==> src/rtl/pulse_meas_pkg.sv <==
// pulse_meas_pkg: shared FSM state type for the pulse measurer
package pulse_meas_pkg;
  typedef enum logic [1:0] {ARM, LOW, HIGH} pm_state_t;
endpackage

==> src/rtl/sync_chain.sv <==
// sync_chain: STAGES-deep reset-to-0 synchronizer (clk, rst, d -> q); STAGES=0 is a plain wire
module sync_chain #(
  parameter int STAGES = 2
) (
  input  logic clk,
  input  logic rst,
  input  logic d,
  output logic q
);
  if (STAGES == 0) begin : g_wire
    assign q = d;
  end else begin : g_ff
    logic [STAGES-1:0] r;
    always_ff @(posedge clk)
      if (rst) r <= '0;
      else r <= STAGES'({r, d});
    assign q = r[STAGES-1];
  end
endmodule

==> src/rtl/pulse_meas.sv <==
// pulse_meas: measures low/high run lengths of d and publishes {low,high} records over valid/ready (clk, rst, d, m_ready -> m_valid, m_low_len, m_high_len, m_sat, dropped)
module pulse_meas
  import pulse_meas_pkg::*;
#(
  parameter int CNT_W       = 8,
  parameter int SYNC_STAGES = 2
) (
  input  logic             clk,
  input  logic             rst,
  input  logic             d,
  input  logic             m_ready,
  output logic             m_valid,
  output logic [CNT_W-1:0] m_low_len,
  output logic [CNT_W-1:0] m_high_len,
  output logic             m_sat,
  output logic             dropped
);
  localparam logic [CNT_W-1:0] MAX = '1;
  localparam logic [CNT_W-1:0] ONE = CNT_W'(1);
  pm_state_t state;
  logic ds, publish;
  logic [CNT_W-1:0] low_cnt, high_cnt, low_inc, high_inc;
  sync_chain #(.STAGES(SYNC_STAGES)) u_sync (.clk(clk), .rst(rst), .d(d), .q(ds));
  always_comb begin
    publish  = state == HIGH && !ds;
    low_inc  = low_cnt == MAX ? low_cnt : low_cnt + ONE;
    high_inc = high_cnt == MAX ? high_cnt : high_cnt + ONE;
  end
  always_ff @(posedge clk)
    if (rst) begin
      state      <= ARM;
      low_cnt    <= '0;
      high_cnt   <= '0;
      m_valid    <= 1'b0;
      m_low_len  <= '0;
      m_high_len <= '0;
      m_sat      <= 1'b0;
      dropped    <= 1'b0;
    end else begin
      dropped <= publish && m_valid && !m_ready;
      case (state)
        ARM:
          if (!ds) begin
            state   <= LOW;
            low_cnt <= ONE;
          end
        LOW:
          if (ds) begin
            state    <= HIGH;
            high_cnt <= ONE;
          end else low_cnt <= low_inc;
        HIGH:
          if (ds) high_cnt <= high_inc;
          else begin
            state   <= LOW;
            low_cnt <= ONE;
          end
        default: state <= ARM;
      endcase
      if (publish && (!m_valid || m_ready)) begin
        m_valid    <= 1'b1;
        m_low_len  <= low_cnt;
        m_high_len <= high_cnt;
        m_sat      <= low_cnt == MAX || high_cnt == MAX;
      end else if (!publish && m_ready) m_valid <= 1'b0;
    end
endmodule

==> config.mk <==
export PLATFORM = sky130hd
export DESIGN_NAME = pulse_meas
export DESIGN_NICKNAME = d
export VERILOG_FILES = /design/src/rtl/pulse_meas_pkg.sv /design/src/rtl/sync_chain.sv /design/src/rtl/pulse_meas.sv
export SDC_FILE = /design/constraint.sdc
export NUM_CORES = 1
export LEC_CHECK = 0
export CORE_ASPECT_RATIO = 2
export CORE_UTILIZATION = 36
export CTS_CLUSTER_DIAMETER = 30
export DETAILED_ROUTE_END_ITERATION = 8
export GPL_TIMING_DRIVEN = 0
export REMOVE_ABC_BUFFERS = 1
export SYNTH_ARGS = -nofsm -noshare
export SYNTH_HDL_FRONTEND = slang
export SYNTH_SLANG_ARGS = --single-unit
==> constraint.sdc <==
create_clock -name clk -period 1.6 [get_ports clk]
set_input_delay 0.24 -clock clk [delete_from_list [all_inputs] [get_ports clk]]
set_output_delay 0.24 -clock clk [all_outputs]
set_load 0.02 [all_outputs]
==> out/results.ini, run 1 <==
[cts]
clk_pin_slew_worst_paths_ns=0.07
cts_hold_buf=0
clock_latency_ns=0.28
numCtsBuffers=5
cts-htree-levels=2
cts.path.max_buffers=2
cts_root_buf=clkbuf_8
cts_tree=yes
clkSinkCount=39

[floorplanning]
coreArea_mm2=0.00460
die_y_um=100
die_w_um=51.1
io_pins=23
dieArea_mm2=0.00513
rows=35
initial_utilization=0.378

[grt]
track_usage=0.171
grt_pass1_vias=1421
grt_start_max_net_pins=40
antenna_found_initial=0
grt_pass1_wl_um=6560
gr-total-overflow=0

[worst_hold_path]
min_to=u_sync.g_ff.r[1]$_SDFF_PP0_
hp-class=reg -> reg
hold_depth=1
worstHoldStart=u_sync.g_ff.r[0]$_SDFF_PP0_

[sta]
clock.fmax_mhz=662
worst_pin_slew_ns=0.787
slew_violations=0
clock_skew_ns=0.00354
hold_violations=0
finalSetupViolations=0
relSlewSlack=0.475
min_period_over_period=0.945
fin_crit_ns=1.51
hold_slack_ns=0.445

[setup_path]
crit_chain=ha_2, and3_4, nand2_1, or4_1, a21oi_1
critPathArrivalTime_ns=1.72
cp_slowest_cell=dfxtp_1
reg2reg_depth=5
critPathBufInv=0
rr_startpoint=low_cnt[1]$_SDFFE_PP0P_
r2r-end=low_cnt[6]$_SDFFE_PP0P_
crit_path_end_kind=flip-flop
critPathKind=reg -> reg
worstPathRequired_ns=1.81
start_kind=flip-flop
r2r_setup_slack_ns=0.09
cpPeakStageDelay_ns=0.40
crit_family=simple AND/OR/NAND/NOR gates
path_max_fanout=5

[layout]
n_fill_cell=473
regArea_um2=790
area_growth_syn_to_layout_pct=22.6
drive_above_1_share=0.133
final_area_mm2=0.00213
diodes=0
fin_cells=281
multi_input_area_um2=911
finalNetCount=231

[place]
place_inst=269
place.gp.congestion=0.871
io_buffers=22
place_hpwl_um=2670
place_area_mm2=0.00196

[synth]
yosysMostFrequentCell=nand2_1
syn_area_mm2=0.00174
yosysWarnings=0
yosys.area.top_type_share=0.449
syn-instance-count=203
ys_types=45
async_reset_ff_frac=0
yosysSeqAreaShare=0.449
synth-edff-count=0
avgSynthCellArea_um2=8.56
synthFlopType=dfxtp_1
synth_area_leaders=dfxtp_1, nand2_1, a21oi_1
synth_top_area_cell=dfxtp_1
synth_seq_cells=39
ys_top_cells_by_count=nand2_1, dfxtp_1, a21oi_1, nand3_1, nor2_1

[detailed_routing]
first_pass_iters=4
wirelength_um=3940
wl_per_cell_um=14.0
remaining_drc_errors=0
drtIter0Drc=14
ant_nets=0
via_per_inst=5.44
vias=1530

[job]
maxCapViolCount=0

[pwr]
p_per_area_mw_per_mm2=801
power_frac_clock=0.370
p_leak_nw=0.667
p_seq_frac=0.587
p_sw_frac=0.228
peakVddDrop_uv=535
switching_power_mw=0.390
internal_power_mw=1.32
power_frac_comb=0.043
p_total_mw=1.71

[outcome]
outcome=complete, no violations

## metrics by stage
stage          utilization  setup TNS (ns)  setup WS, ns
2_1_floorplan            -               0        0.0310
3_3_place_gp         0.425          -16.46        -0.933
3_5_place_dp         0.425          -16.05        -0.896
4_1_cts              0.454               0        0.0138
5_1_grt              0.463        -0.00442      -0.00442
6_report             0.463               0        0.0887
## layout make-up
cell class                 instances  share of cell area
clock buffer                       7              0.0358
clock inverter                     1             0.00235
inverter                           1             0.00176
multi-input combinational        152               0.427
sequential                        39               0.371
tap                               55              0.0323
timing repair buffer              26               0.130
## power by group through the flow
stage	sequential [mW]	clock, mW	combinational [mW]
floorplan	1.02	0	0.0354
global placement	1.02	0	0.0687
detailed placement	1.02	0	0.0686
CTS	1.00	0.666	0.0709
global route	1.00	0.703	0.0820
finish	1.00	0.632	0.0726
## what timing repair did
action | 4_1_cts | 5_1_grt
setup buffers | 2 | 2
setup endpoints to repair | 39 | 10
gates resized for setup | 12 | 6
pin swaps | 1 | 1
## flip-flops by register name (all words and copies together), names as in the netlist
name,count
dropped,1
high_cnt,8
low_cnt,8
m_high_len,8
m_low_len,8
m_sat,1
m_valid,1
state,2
u_sync.g_ff.r,2
## worst max-delay path by stage
stage | start | to | slack, ns | cells past startpoint
floorplan | u_sync.g_ff.r[1]$_SDFF_PP0_ | high_cnt[5]$_SDFFE_PP0P_ | 0.03 | 4
global placement | rst | high_cnt[5]$_SDFFE_PP0P_ | -0.93 | 4
detailed placement | rst | high_cnt[5]$_SDFFE_PP0P_ | -0.90 | 4
CTS | low_cnt[0]$_SDFFE_PP0P_ | low_cnt[6]$_SDFFE_PP0P_ | 0.01 | 5
global route | low_cnt[4]$_SDFFE_PP0P_ | low_cnt[0]$_SDFFE_PP0P_ | -0.004 | 4
finish | low_cnt[1]$_SDFFE_PP0P_ | low_cnt[6]$_SDFFE_PP0P_ | 0.09 | 5
## routing by layer
| metal | wire, um | track usage | share of wire |
|---|---|---|---|
| met3 | 118 | 0.0333 | 0.030 |
| met1 | 1560 | 0.187 | 0.40 |
| met4 | 160 | 0.115 | 0.041 |
| met5 | 0 | 0 | 0 |
| met2 | 2100 | 0.287 | 0.53 |
## cell usage in the layout, fill, tap and decap left out, types with 2 or more instances in the layout
cell type	netlist	routed
nand2b_1	4	4
a21oi_1	27	27
o211ai_1	3	3
nor3_1	6	5
clkbuf_8	0	5
a21o_1	2	2
o21ai_1	1	2
ha_2	0	2
nor2b_1	4	4
nand2_1	40	40
a211oi_1	3	3
dfxtp_1	39	34
nand4_1	5	5
and4_1	3	3
a31oi_1	3	3
nor4_1	3	3
clkdlybuf4s50_1	0	21
nor2_1	8	7
o21ai_0	4	3
buf_12	0	2
buf_4	3	2
clkbuf_1	3	2
dfxtp_2	0	4
nand3_1	10	9
nand3b_1	2	2
o2111ai_1	2	2
## cell families after synthesis
logic type,share of synthesized area
AND/OR/NAND/NOR,0.304
AO/OA/AOI/OAI,0.184
adder cells (fa/ha/maj),0.0144
flip-flops,0.449
buffers and inverters,0.0432
multiplexers,0.00576
(Power assumes the default switching activity.)
==> run 2, diff against run 1 <==
--- a/config.mk
+++ b/config.mk
@@ -5,6 +5,7 @@
 export SDC_FILE = /design/constraint.sdc
 export NUM_CORES = 1
 export LEC_CHECK = 0
+export ABC_AREA = 1
 export CORE_ASPECT_RATIO = 2
 export CORE_UTILIZATION = 36
 export CTS_CLUSTER_DIAMETER = 30
==> run 2 against run 1 <==
  * Fmax down 0.86%
  * Critical path type is now reg -> out
  * Worst setup slack worse by 0.013 ns
  * Synthesized area up 10%
  * Critical path depth down 4
  * Global-route usage up 0.91 points
  * First-iteration DRC count up 29%
  * Clock skew up 0.0050 ns
  * Die area up 9.8%
  * Cell count up 23%
==> out/results.ini, run 2 <==
[outcome]
outcome=complete, no violations

[sta]
min_period_over_period=0.953  ; +0.00819
clock.fmax_mhz=656  ; -0.86%
slew_violations=0  ; unchanged
worst_pin_slew_ns=0.634  ; -0.153 ns
worst_slack_ns=0.0756  ; -0.0131 ns
relSlewSlack=0.576  ; +0.100
rsz0062_at_grt=no
fin_crit_ns=1.52  ; +0.0131 ns
finalSetupViolations=0  ; unchanged
clock_skew_ns=0.00852  ; +0.00498 ns
setup_tns_ns=0  ; unchanged
hold_violations=0  ; unchanged

[setup_path]
cpPeakStageDelay_ns=0.62  ; +0.22 ns
critPathBufInv=1  ; +1
critPathArrivalTime_ns=1.28  ; -0.44 ns
start_kind=flip-flop
crit_family=buffers and inverters
critPathKind=reg -> out
crit_chain=clkdlybuf4s50_1
cp_slowest_cell=clkdlybuf4s50_1
path_max_fanout=2  ; -3
crit_path_end_kind=output pin
worstPathRequired_ns=1.36  ; -0.45 ns

[layout]
final_cell_mix=nand2_1, dfxtp_1, inv_1
final_common_cell=nand2_1
finalNetCount=294  ; +27%
diodes=0  ; unchanged
area_growth_syn_to_layout_pct=21.8
drive_above_1_share=0.166  ; +0.0333

[synth]
yosysSeqAreaShare=0.408  ; -0.0414
synth_seq_cells=39  ; unchanged
syn-instance-count=259  ; +28%
async_reset_ff_frac=0  ; unchanged
synthFlopType=dfxtp_1
ys_types=27  ; -40%
synth_top_area_cell=dfxtp_1
synth-edff-count=0  ; unchanged
ys_top_cells_by_count=nand2_1, dfxtp_1, inv_1, nor2_1, nand3_1
avgSynthCellArea_um2=7.39  ; -14%
synth_area_leaders=dfxtp_1, nand2_1, a21oi_2
yosys.area.top_type_share=0.408  ; -0.0414
yosysMostFrequentCell=nand2_1
yosysWarnings=0  ; unchanged
syn_area_mm2=0.00191  ; +10%

[floorplanning]
initial_utilization=0.373  ; -0.00542
coreArea_mm2=0.00514  ; +12%
die_w_um=53.6  ; +4.8%
io_pins=23  ; unchanged
rows=37  ; +5.7%
die_y_um=105  ; +4.9%
dieArea_mm2=0.00563  ; +9.8%

[cts]
clkSinkCount=39  ; unchanged
cts_root_buf=clkbuf_8
cts.path.max_buffers=2  ; unchanged
cts_hold_buf=0  ; unchanged
numCtsBuffers=5  ; unchanged
clock_latency_ns=0.29  ; about the same
cts_tree=yes
cts-htree-levels=2  ; unchanged
clk_pin_slew_worst_paths_ns=0.08  ; about the same

[detailed_routing]
ant_nets=0  ; unchanged
drtIter0Drc=18  ; +4
vias=1711  ; +12%
wirelength_um=4530  ; +15%
remaining_drc_errors=0  ; unchanged
via_per_inst=4.93  ; -9.4%
wl_per_cell_um=13.0  ; -6.8%
first_pass_iters=4  ; unchanged

[pwr]
p_per_area_mw_per_mm2=774  ; -3.5%
p_leak_nw=0.876  ; +31%
peakVddDrop_uv=432  ; -19%

[grt]
grt_pass1_wl_um=7330  ; +12%
grt_pass1_vias=1625  ; +14%
antenna_found_initial=0  ; unchanged
gr-total-overflow=0  ; unchanged
track_usage=0.180  ; +0.00905
grt_start_max_net_pins=17  ; -57%

[place]
place_hpwl_um=3040  ; +14%
io_buffers=22  ; unchanged
place.gp.congestion=0.856  ; -1.8%
place_ws_ns=-0.551  ; +0.345 ns

[worst_hold_path]
hp-class=reg -> reg

[job]
maxCapViolCount=0  ; unchanged

## run 2: cell types whose count changed in the layout (fill, tap and decap cells not counted), sizes merged, moves of 4 or more
cell / change
nor2: +25
o21ai: +19
and4: -4
nand3: +11
inv: +31
nand2b: -5
nand2: +26
nor2b: -4
o211ai: -4
## run 2: repair_timing
action / CTS / global route
pin swaps: 1 / 0
gates cloned: 2 / 0
setup buffers: 6 / 0
resized for setup: 3 / 2
endpoints found under the setup margin: 30 / 18
## run 2: layer usage
| layer | share of wire | GRT usage | vias to the layer above | routed length, um |
|---|---|---|---|---|
| li1 | - | - | 883 | - |
| met1 | 0.35 | 0.171 | 785 | 1610 |
| met2 | 0.59 | 0.337 | 25 | 2690 |
| met3 | 0.013 | 0.0218 | 18 | 58 |
| met4 | 0.040 | 0.103 | 0 | 179 |
| met5 | 0 | 0 | - | 0 |
## run 2: layout make-up
| cell class | instances | area (um2) |
|---|---|---|
| fillers | 544 | 2810 |
| multi-input cells | 179 | 963 |
| flip-flops and latches | 39 | 782 |
| repair buffers | 28 | 293 |
| inverters | 34 | 133 |
| clock buffers | 7 | 76.3 |
| well taps | 58 | 72.6 |
| repair inverters | 1 | 7.51 |
| clock inverters | 1 | 5.00 |
## run 2: logic make-up after synthesis
kind of cell | count (synthesis) | synth area share
buffers and inverters | 42 | 0.0961
AO/OA/AOI/OAI | 51 | 0.175
adder cells (fa/ha/maj) | 2 | 0.0131
flip-flops | 39 | 0.408
AND/OR/NAND/NOR | 125 | 0.308
## run 2: final timing paths
check	start	to	slack, ns	cells past startpoint
worst min-delay path	u_sync.g_ff.r[0]$_SDFF_PP0_	u_sync.g_ff.r[1]$_SDFF_PP0_	0.41	2
worst max register to register	high_cnt[1]$_SDFFE_PP0P_	high_cnt[3]$_SDFFE_PP0P_	0.09	8
worst max-delay path	m_sat$_SDFFE_PP0P_	m_sat	0.08	1
worst min register to register	u_sync.g_ff.r[0]$_SDFF_PP0_	u_sync.g_ff.r[1]$_SDFF_PP0_	0.41	2
## run 2: report_power, final
| part | switching [mW] | internal [mW] |
|---|---|---|
| clock network | 0.347 | 0.307 |
| logic | 0.0853 | 0.0555 |
| registers | 0.0204 | 0.989 |
## run 2: metrics by stage
stage	instance area [um2]	total power, mW	utilization	instances	hold WS [ns]
floorplan	1860	1.11	-	251	0.309
global placement	2150	1.16	0.419	331	0.400
detailed placement	2150	1.16	0.419	331	0.402
CTS	2330	1.82	0.453	347	0.412
global route	2330	1.88	0.454	347	0.435
finish	2330	1.80	0.454	347	0.406
